### config.mk
export PLATFORM = sky130hd
export DESIGN_NAME = spi_cmd_sequencer
export DESIGN_NICKNAME = d
export VERILOG_FILES = /design/src/rtl/spi_cmd_sequencer.sv
export SDC_FILE = /design/constraint.sdc
export NUM_CORES = 1
export LEC_CHECK = 0
export ABC_AREA = 1
export BUFFER_PORTS_ARGS = -buffer_cell sky130_fd_sc_hd__buf_4
export CAP_MARGIN = 20
export CORE_MARGIN = 1.5
export CORE_UTILIZATION = 50
export CTS_CLUSTER_SIZE = 30
export DETAILED_ROUTE_END_ITERATION = 6
export PLACE_DENSITY = 0.81
export SETUP_SLACK_MARGIN = 0.15
export SYNTH_ARGS = -nofsm -noshare
export SYNTH_HDL_FRONTEND = slang
export SYNTH_SLANG_ARGS = --single-unit
### constraint.sdc
create_clock -name CLK -period 2.9 [get_ports CLK]
set_input_delay 0.145 -clock CLK [delete_from_list [all_inputs] [get_ports CLK]]
set_output_delay 0.145 -clock CLK [all_outputs]
set_load 0.01 [all_outputs]
### src/rtl/spi_cmd_sequencer.sv
// ---------------------------------------------------------------------------
// spi_cmd_sequencer
//   Transaction controller for the PWM IO expander SPI slave. Turns per-byte
//   strobes from the SPI shifter into command / address / data phases. It
//   drives register-file write and read strobes and loads the SPI transmit
//   byte for reads.
//
//   Build option: define ADDR_AUTOINC_EN to enable burst transfers. RegAddr
//   then advances after every data strobe and wraps from NUM_REGS-1 to 0.
//   Without it, each transaction carries one data byte, and extra bytes
//   raise ErrFlag.
//
// Ports
//   CLK        in   system clock, posedge
//   _RST       in   asynchronous active-low reset
//   _CS        in   chip select (synchronised), high = idle
//   ByteValid  in   one-cycle pulse, RxByte holds a complete byte
//   RxByte     in   received byte
//   RegRdData  in   register read data, combinational from RegAddr
//   RegAddr    out  register address
//   RegWrData  out  register write data
//   RegWrEn    out  one-cycle write strobe
//   RegRdEn    out  one-cycle read strobe
//   TxByte     out  byte for the shifter's next slot
//   TxLoad     out  one-cycle pulse, TxByte updated
//   Busy       out  high whenever not IDLE
//   ErrFlag    out  sticky illegal-access flag, cleared when CMD is entered
// ---------------------------------------------------------------------------
module spi_cmd_sequencer #(
    parameter int ADDR_W   = 4,
    parameter int NUM_REGS = 12
) (
    input  logic              CLK,
    input  logic              _RST,
    input  logic              _CS,
    input  logic              ByteValid,
    input  logic [7:0]        RxByte,
    input  logic [7:0]        RegRdData,
    output logic [ADDR_W-1:0] RegAddr,
    output logic [7:0]        RegWrData,
    output logic              RegWrEn,
    output logic              RegRdEn,
    output logic [7:0]        TxByte,
    output logic              TxLoad,
    output logic              Busy,
    output logic              ErrFlag
);

`ifdef ADDR_AUTOINC_EN
    localparam bit AUTOINC = 1'b1;
`else
    localparam bit AUTOINC = 1'b0;
`endif

    localparam logic [ADDR_W-1:0] LAST_ADDR = ADDR_W'(NUM_REGS - 1);
    localparam logic [ADDR_W:0]   NREGS     = (ADDR_W + 1)'(NUM_REGS);

    typedef enum logic [1:0] {S_IDLE, S_CMD, S_WDATA, S_RDATA} state_e;

    state_e              state_q, state_d;
    logic [ADDR_W-1:0]   addr_q, addr_d;
    logic [7:0]          wrdata_q, wrdata_d;
    logic                wren_q, wren_d;
    logic                rden_q, rden_d;
    logic [7:0]          txbyte_q, txbyte_d;
    logic                txload_q, txload_d;
    logic                err_q, err_d;
    logic                rdpend_q, rdpend_d;  // TxByte load due next cycle
    logic                rdzero_q, rdzero_d;  // that load sends 8'h00
    logic                adv_q, adv_d;        // address advance due next cycle
    logic                seen_q, seen_d;      // data byte already consumed

    // Command bits [6:ADDR_W] carry no meaning.
    logic unused_cmd_bits;
    assign unused_cmd_bits = ^RxByte[6:ADDR_W];

    function automatic logic addr_ok(input logic [ADDR_W-1:0] a);
        return {1'b0, a} < NREGS;
    endfunction

    function automatic logic [ADDR_W-1:0] next_addr(input logic [ADDR_W-1:0] a);
        return (a == LAST_ADDR) ? '0 : a + 1'b1;
    endfunction

    // State register
    always_ff @(posedge CLK or negedge _RST) begin
        if (!_RST) state_q <= S_IDLE;
        else       state_q <= state_d;
    end

    // Next-state logic. A byte that arrives together with the _CS rise is
    // still decoded. The drop to IDLE happens on the following cycle.
    always_comb begin
        state_d = state_q;
        case (state_q)
            S_IDLE:  if (!_CS) state_d = S_CMD;
            S_CMD: begin
                if (ByteValid)  state_d = RxByte[7] ? S_RDATA : S_WDATA;
                else if (_CS)   state_d = S_IDLE;
            end
            S_WDATA, S_RDATA: if (_CS && !ByteValid) state_d = S_IDLE;
            default: state_d = S_IDLE;
        endcase
    end

    // Datapath next values. The first stage runs on the ByteValid edge and
    // issues strobes. The second stage, one cycle later, loads TxByte from
    // RegRdData at the strobed address and then advances the address.
    always_comb begin
        addr_d   = addr_q;
        wrdata_d = wrdata_q;
        wren_d   = 1'b0;
        rden_d   = 1'b0;
        txbyte_d = txbyte_q;
        txload_d = 1'b0;
        err_d    = err_q;
        rdpend_d = 1'b0;
        rdzero_d = 1'b0;
        adv_d    = 1'b0;
        seen_d   = seen_q;

        if (rdpend_q) begin
            txbyte_d = rdzero_q ? 8'h00 : RegRdData;
            txload_d = 1'b1;
        end
        if (adv_q) addr_d = next_addr(addr_q);

        if (state_q == S_IDLE && !_CS) begin
            err_d  = 1'b0;
            seen_d = 1'b0;
        end

        if (ByteValid) begin
            case (state_q)
                S_CMD: begin
                    addr_d = RxByte[ADDR_W-1:0];
                    if (RxByte[7]) begin
                        rden_d   = addr_ok(RxByte[ADDR_W-1:0]);
                        rdpend_d = 1'b1;
                        rdzero_d = !addr_ok(RxByte[ADDR_W-1:0]);
                        adv_d    = AUTOINC;
                        if (!addr_ok(RxByte[ADDR_W-1:0])) err_d = 1'b1;
                    end
                end
                S_WDATA: begin
                    if (AUTOINC || !seen_q) begin
                        seen_d = 1'b1;
                        adv_d  = AUTOINC;
                        if (addr_ok(addr_q)) begin
                            wren_d   = 1'b1;
                            wrdata_d = RxByte;
                        end else begin
                            err_d = 1'b1;
                        end
                    end else begin
                        err_d = 1'b1;
                    end
                end
                S_RDATA: begin
                    // The command byte already fetched the first read. Without
                    // auto-increment, the first byte here closes the data slot.
                    // Any later byte is an error and reloads 8'h00.
                    if (AUTOINC) begin
                        rden_d   = addr_ok(addr_q);
                        rdpend_d = 1'b1;
                        rdzero_d = !addr_ok(addr_q);
                        adv_d    = 1'b1;
                        if (!addr_ok(addr_q)) err_d = 1'b1;
                    end else if (!seen_q) begin
                        seen_d = 1'b1;
                    end else begin
                        err_d    = 1'b1;
                        rdpend_d = 1'b1;
                        rdzero_d = 1'b1;
                    end
                end
                default: ;
            endcase
        end
    end

    always_ff @(posedge CLK or negedge _RST) begin
        if (!_RST) begin
            addr_q   <= '0;
            wrdata_q <= 8'h00;
            wren_q   <= 1'b0;
            rden_q   <= 1'b0;
            txbyte_q <= 8'h00;
            txload_q <= 1'b0;
            err_q    <= 1'b0;
            rdpend_q <= 1'b0;
            rdzero_q <= 1'b0;
            adv_q    <= 1'b0;
            seen_q   <= 1'b0;
        end else begin
            addr_q   <= addr_d;
            wrdata_q <= wrdata_d;
            wren_q   <= wren_d;
            rden_q   <= rden_d;
            txbyte_q <= txbyte_d;
            txload_q <= txload_d;
            err_q    <= err_d;
            rdpend_q <= rdpend_d;
            rdzero_q <= rdzero_d;
            adv_q    <= adv_d;
            seen_q   <= seen_d;
        end
    end

    // Output logic
    always_comb begin
        Busy      = (state_q != S_IDLE);
        RegAddr   = addr_q;
        RegWrData = wrdata_q;
        RegWrEn   = wren_q;
        RegRdEn   = rden_q;
        TxByte    = txbyte_q;
        TxLoad    = txload_q;
        ErrFlag   = err_q;
    end

endmodule

Word level (Yosys, flattened, before mapping)
Cells that the tools add are included.
- $lt $le $gt $ge: 2
- bitwise gates (word level): 1
- reductions and logical operators: 11
- eq/ne operators: 6
- mux-type cells: 36
- operators by type and width (kind ; count):
    $mux W1 ; 25
    $lt A4 B4 Y1 const B ; 2
    $mux W2 ; 4
    $mux W4 ; 2
    $mux W8 ; 1
    $pmux W2 S3 ; 1
    $eq A2 B2 Y1 const B ; 2
    $pmux W1 S2 ; 2
    $reduce_and A4 Y1 ; 1
    $logic_not A1 Y1 ; 3
    $ne A3 B3 Y1 const B ; 1
    $pmux W1 S3 ; 1
    $reduce_and A3 Y1 ; 1
    $eq A2 B1 Y1 const B ; 1
    $logic_and A1 B1 Y1 ; 2
    $logic_not A2 Y1 ; 1
    $ne A2 B1 Y1 const B ; 1
    $ne A2 B2 Y1 const B ; 1
    $reduce_and A2 Y1 ; 1
    $reduce_bool A2 Y1 ; 1
    $reduce_or A2 Y1 ; 1
    $not A1 Y1 ; 1
- bits of input ports: 20
- output and inout bits: 25
- word-level logic and storage cells: 67
- register bits: 29

Logic depth before layout (Yosys ltp)
- depth in word-level cells: 7
- gate-level depth with buffers: 7
- gate-level depth less buffers: 7

Worst setup path after synthesis
Ideal clock, no wire load.
- kind: flip-flop to flip-flop
- from: register addr_q[3], in the netlist RegAddr[3]
- to: register wrdata_q[2], in the netlist RegWrData[2]
- buffers on the path: 1
- period minus slack after synthesis: 1.062 ns
- data required time: 2.783 ns
- stages on the path, launching flop included: 8
- setup slack: 1.838 ns
- data arrival time: 0.945 ns
- library setup time: 0.117 ns
- path through: dfrtp_1 > nand2_1 > inv_1 > nor2_2 > nand2_2 > buf_6 > nand2_2 > o21ai_2
- word-level cells in the longest chain between the ends: 2
- ends and longest elaborated chain (item ; RTL line ; RTL):
    start, declared ; 61 ; logic [ADDR_W-1:0] addr_q, addr_d;
    start signal, assigned ; 196 ; addr_q <= addr_d;
    $lt A4 B4 Y1 ; 78 ; return {1'b0, a} < NREGS;
    $reduce_and A4 Y1 (no line) ; - ;
    end signal, assigned ; 197 ; wrdata_q <= wrdata_d;
    end, declared ; 62 ; logic [7:0] wrdata_q, wrdata_d;
No other way between the ends.
A chain may end at the register's enable or synchronous reset.

Worst setup path after layout
- from: register state_q[0]
- to: output port Busy
- word-level cells in the longest chain between the ends: 1
- ends and longest elaborated chain (item ; RTL line ; RTL):
    start, declared ; 60 ; state_e state_q, state_d;
    start signal, assigned ; 88 ; else state_q <= state_d;
    $reduce_bool A2 Y1 ; 212 ; Busy = (state_q != S_IDLE);
    end, declared ; 45 ; output logic Busy,
No other way between the ends.

==> results.json <==
{
  "ys_ff_latch": 29,
  "gp_congestion": 0.846,
  "fin_skew_ns": 0.00798,
  "synth_top_area_cell": "dfrtp_1",
  "grt_setup_unrepaired": "no",
  "dieWidth_um": 51.4,
  "grt_pass1_wl_um": 3880,
  "grt_pass1_vias": 944,
  "switching_share_pct": 35.4,
  "cp-start-kind": "register",
  "p_clk_share_pct": 16.0,
  "antenna_found_initial": 0,
  "wl_per_cell_um": 11.7,
  "grt_usage_pct": 20.9,
  "clk_latency_ns": 0.32,
  "required_ns": 2.76,
  "worst_setup_path_end_kind": "output port",
  "num_vias": 984,
  "tightest_slew_ns": 0.412,
  "postSynthAreaPerCell_um2": 9.51,
  "critPathKind": "reg -> out",
  "synth_cell_types": 17,
  "finalCriticalPeriod_ns": 1.29,
  "nets": 193,
  "finalWirelength_um": 2360,
  "ctsLongestPathBuffers": 2,
  "antenna_cells": 0,
  "total_leakage_power_nw": 0.867,
  "slowest_delay_ns": 0.41,
  "yosys-top-cells-area": "dfrtp_1 (62%), nand2_1 (9.6%), o21ai_0 (6.8%), inv_1 (5.8%), nand3_1 (4.7%)",
  "worstPathMaxFanout": 4,
  "crit_arrival_ns": 1.14,
  "fmax_ghz": 0.777,
  "row_count": 17,
  "htreeDepth": 2,
  "drtIter0Drc": 14,
  "drc": 0,
  "hold_viol": 0,
  "die_area_mm2": 0.00264,
  "overflow": 0,
  "path_cells": "inv_1 > nand2_1 > buf_4",
  "grt_start_max_net_pins": 30,
  "core_mm2": 0.00221,
  "cts_resized": 0,
  "synthCells": 123,
  "avgViaCountPerCell": 4.90,
  "cellPowerDensity_mw_per_mm2": 955,
  "critPathSlowestCell": "dfrtp_1",
  "cts_buffers": 5,
  "p_sw_w": 0.000536,
  "antenna_left": 0,
  "yosys.area.top_type_share_pct": 62.0,
  "syn2layout_area_growth_pct": 35.5,
  "synth_seq_area_share_pct": 62.0,
  "hold_depth": 3,
  "cts_sinks": 29,
  "syn_nets": 143,
  "start_util_pct": 52.9,
  "setup_tns_ns": 0,
  "yosys_warnings": 0,
  "io_pins": 45,
  "hold_class": "in -> reg",
  "syn_area_mm2": 0.00117,
  "portBuffers": 44,
  "holdWs_ns": 0.0182,
  "status": "finished, final reports clean",
  "pwr-share-seq_pct": 45.1,
  "relSlewSlack_pct": 72.5,
  "p_int_w": 0.000977,
  "finalMaxSlewViolations": 0,
  "chipHeight_um": 51.4,
  "p_comb_share_pct": 38.9,
  "setup_violations": 0,
  "clock-root-buffer": "clkbuf_4",
  "ff2ff_path_depth": 6,
  "cts.clk_slew.worst_paths_ns": 0.08,
  "hpwl_um": 1790,
  "vdd_drop_max_v": 0.000757,
  "dr.pass1.iters": 4,
  "drive_gt1_share_pct": 34.7,
  "drv_cap": 0,
  "tritoncts": "built",
  "period_share_pct": 44.4
}
-- worst paths after layout --
kind	slack, ns	startpoint	end
worst min-delay path	0.02	RxByte[5]	RegWrData[5]$_DFFE_PN0P_
worst max register to register	1.70	state_q[1]$_DFFE_PN0P_	RegWrData[4]$_DFFE_PN0P_
max in group asynchronous	2.37	_RST	TxByte[6]$_DFFE_PN0P_
min in group asynchronous	0.27	_RST	seen_q$_DFF_PN0_
worst min register to register	0.49	RegWrData[5]$_DFFE_PN0P_	RegWrData[5]$_DFFE_PN0P_
worst max-delay path	1.61	state_q[0]$_DFFE_PN0P_	Busy
-- critical path: cells and delay by family (launching register included) --
| kind | cells | cell delay (ns) |
|---|---|---|
| DFF | 1 | 0.41 |
| buffers and inverters | 2 | 0.30 |
| and+or+nand+nor | 1 | 0.12 |
-- area by class of cell --
type | count | area [µm²]
Sequential cell | 29 | 726
Fill cell | 188 | 627
Multi-Input combinational cell | 73 | 358
Timing Repair Buffer | 45 | 340
Inverter | 19 | 71.3
Clock buffer | 7 | 55.1
Tap cell | 28 | 35.0
-- metal layers --
metal | share of wire [%] | global-route usage, % | vias to the layer above
met5 | 0 | 0 | -
met4 | 2.1 | 10.5 | 0
met3 | 8.8 | 9.06 | 4
met2 | 49 | 35.5 | 38
met1 | 40 | 21.8 | 455
li1 | - | - | 487
-- cell usage after synthesis --
cell type   n
buf_6       1
clkbuf_1    1
dfrtp_1    29
inv_1      18
inv_2       1
nand2_1    30
nand2_2     3
nand3_1    11
nand3_2     1
nand4_1     1
nor2_1      3
nor2_2      1
o211ai_1    1
o21a_1      1
o21ai_0    16
o21ai_2     4
o21bai_1    1
-- through the flow --
step | utilization (%) | cells | total power [W] | area [µm²] | setup WS, ns
floorplan | - | 123 | 0.000972 | 1170 | 1.84
global placement | 68.7 | 193 | 0.00126 | 1520 | 1.79
detailed placement | 68.7 | 193 | 0.00129 | 1520 | 1.71
CTS | 71.7 | 201 | 0.00153 | 1590 | 1.60
global route | 71.7 | 201 | 0.00163 | 1590 | 1.51
finish | 71.7 | 201 | 0.00151 | 1590 | 1.61
-- kinds of logic (layout without fill, tap and decap cells) --
kind of cell	Yosys count	count (layout)	share of synthesized area, %
compound gates	23	23	11.8
buf+inv	21	71	7.38
simple gates	50	50	18.8
flops	29	29	62.0
-- power by group through the flow --
| stage | sequential (W) | clock (W) | combinational, W |
|---|---|---|---|
| floorplan | 0.000739 | 0 | 0.000232 |
| global placement | 0.000681 | 0 | 0.000577 |
| detailed placement | 0.000689 | 0 | 0.000596 |
| CTS | 0.000683 | 0.000253 | 0.000599 |
| global route | 0.000706 | 0.000267 | 0.000657 |
| finish | 0.000683 | 0.000242 | 0.000588 |
-- state kept, by name (all words and copies together), names as in the netlist --
register   cells
rdzero_q       1
TxLoad         1
seen_q         1
rdpend_q       1
RegWrEn        1
ErrFlag        1
state_q        2
RegRdEn        1
TxByte         8
RegWrData      8
RegAddr        4
-- timing repair --
item,CTS,global route
hold endpoints to repair,29,0
setup buffers,0,0
hold buffers,1,0
-- cells in the final DEF (no fill, tap or decap), types with 3 or more instances in the layout --
master	instances
inv_1	18
nand3_1	11
o21ai_2	4
nand2_2	3
nand2_1	30
dfrtp_1	29
clkbuf_4	5
nor2_1	3
o21ai_0	16
buf_4	44
No activity file was read; power rests on OpenSTA's default activity.
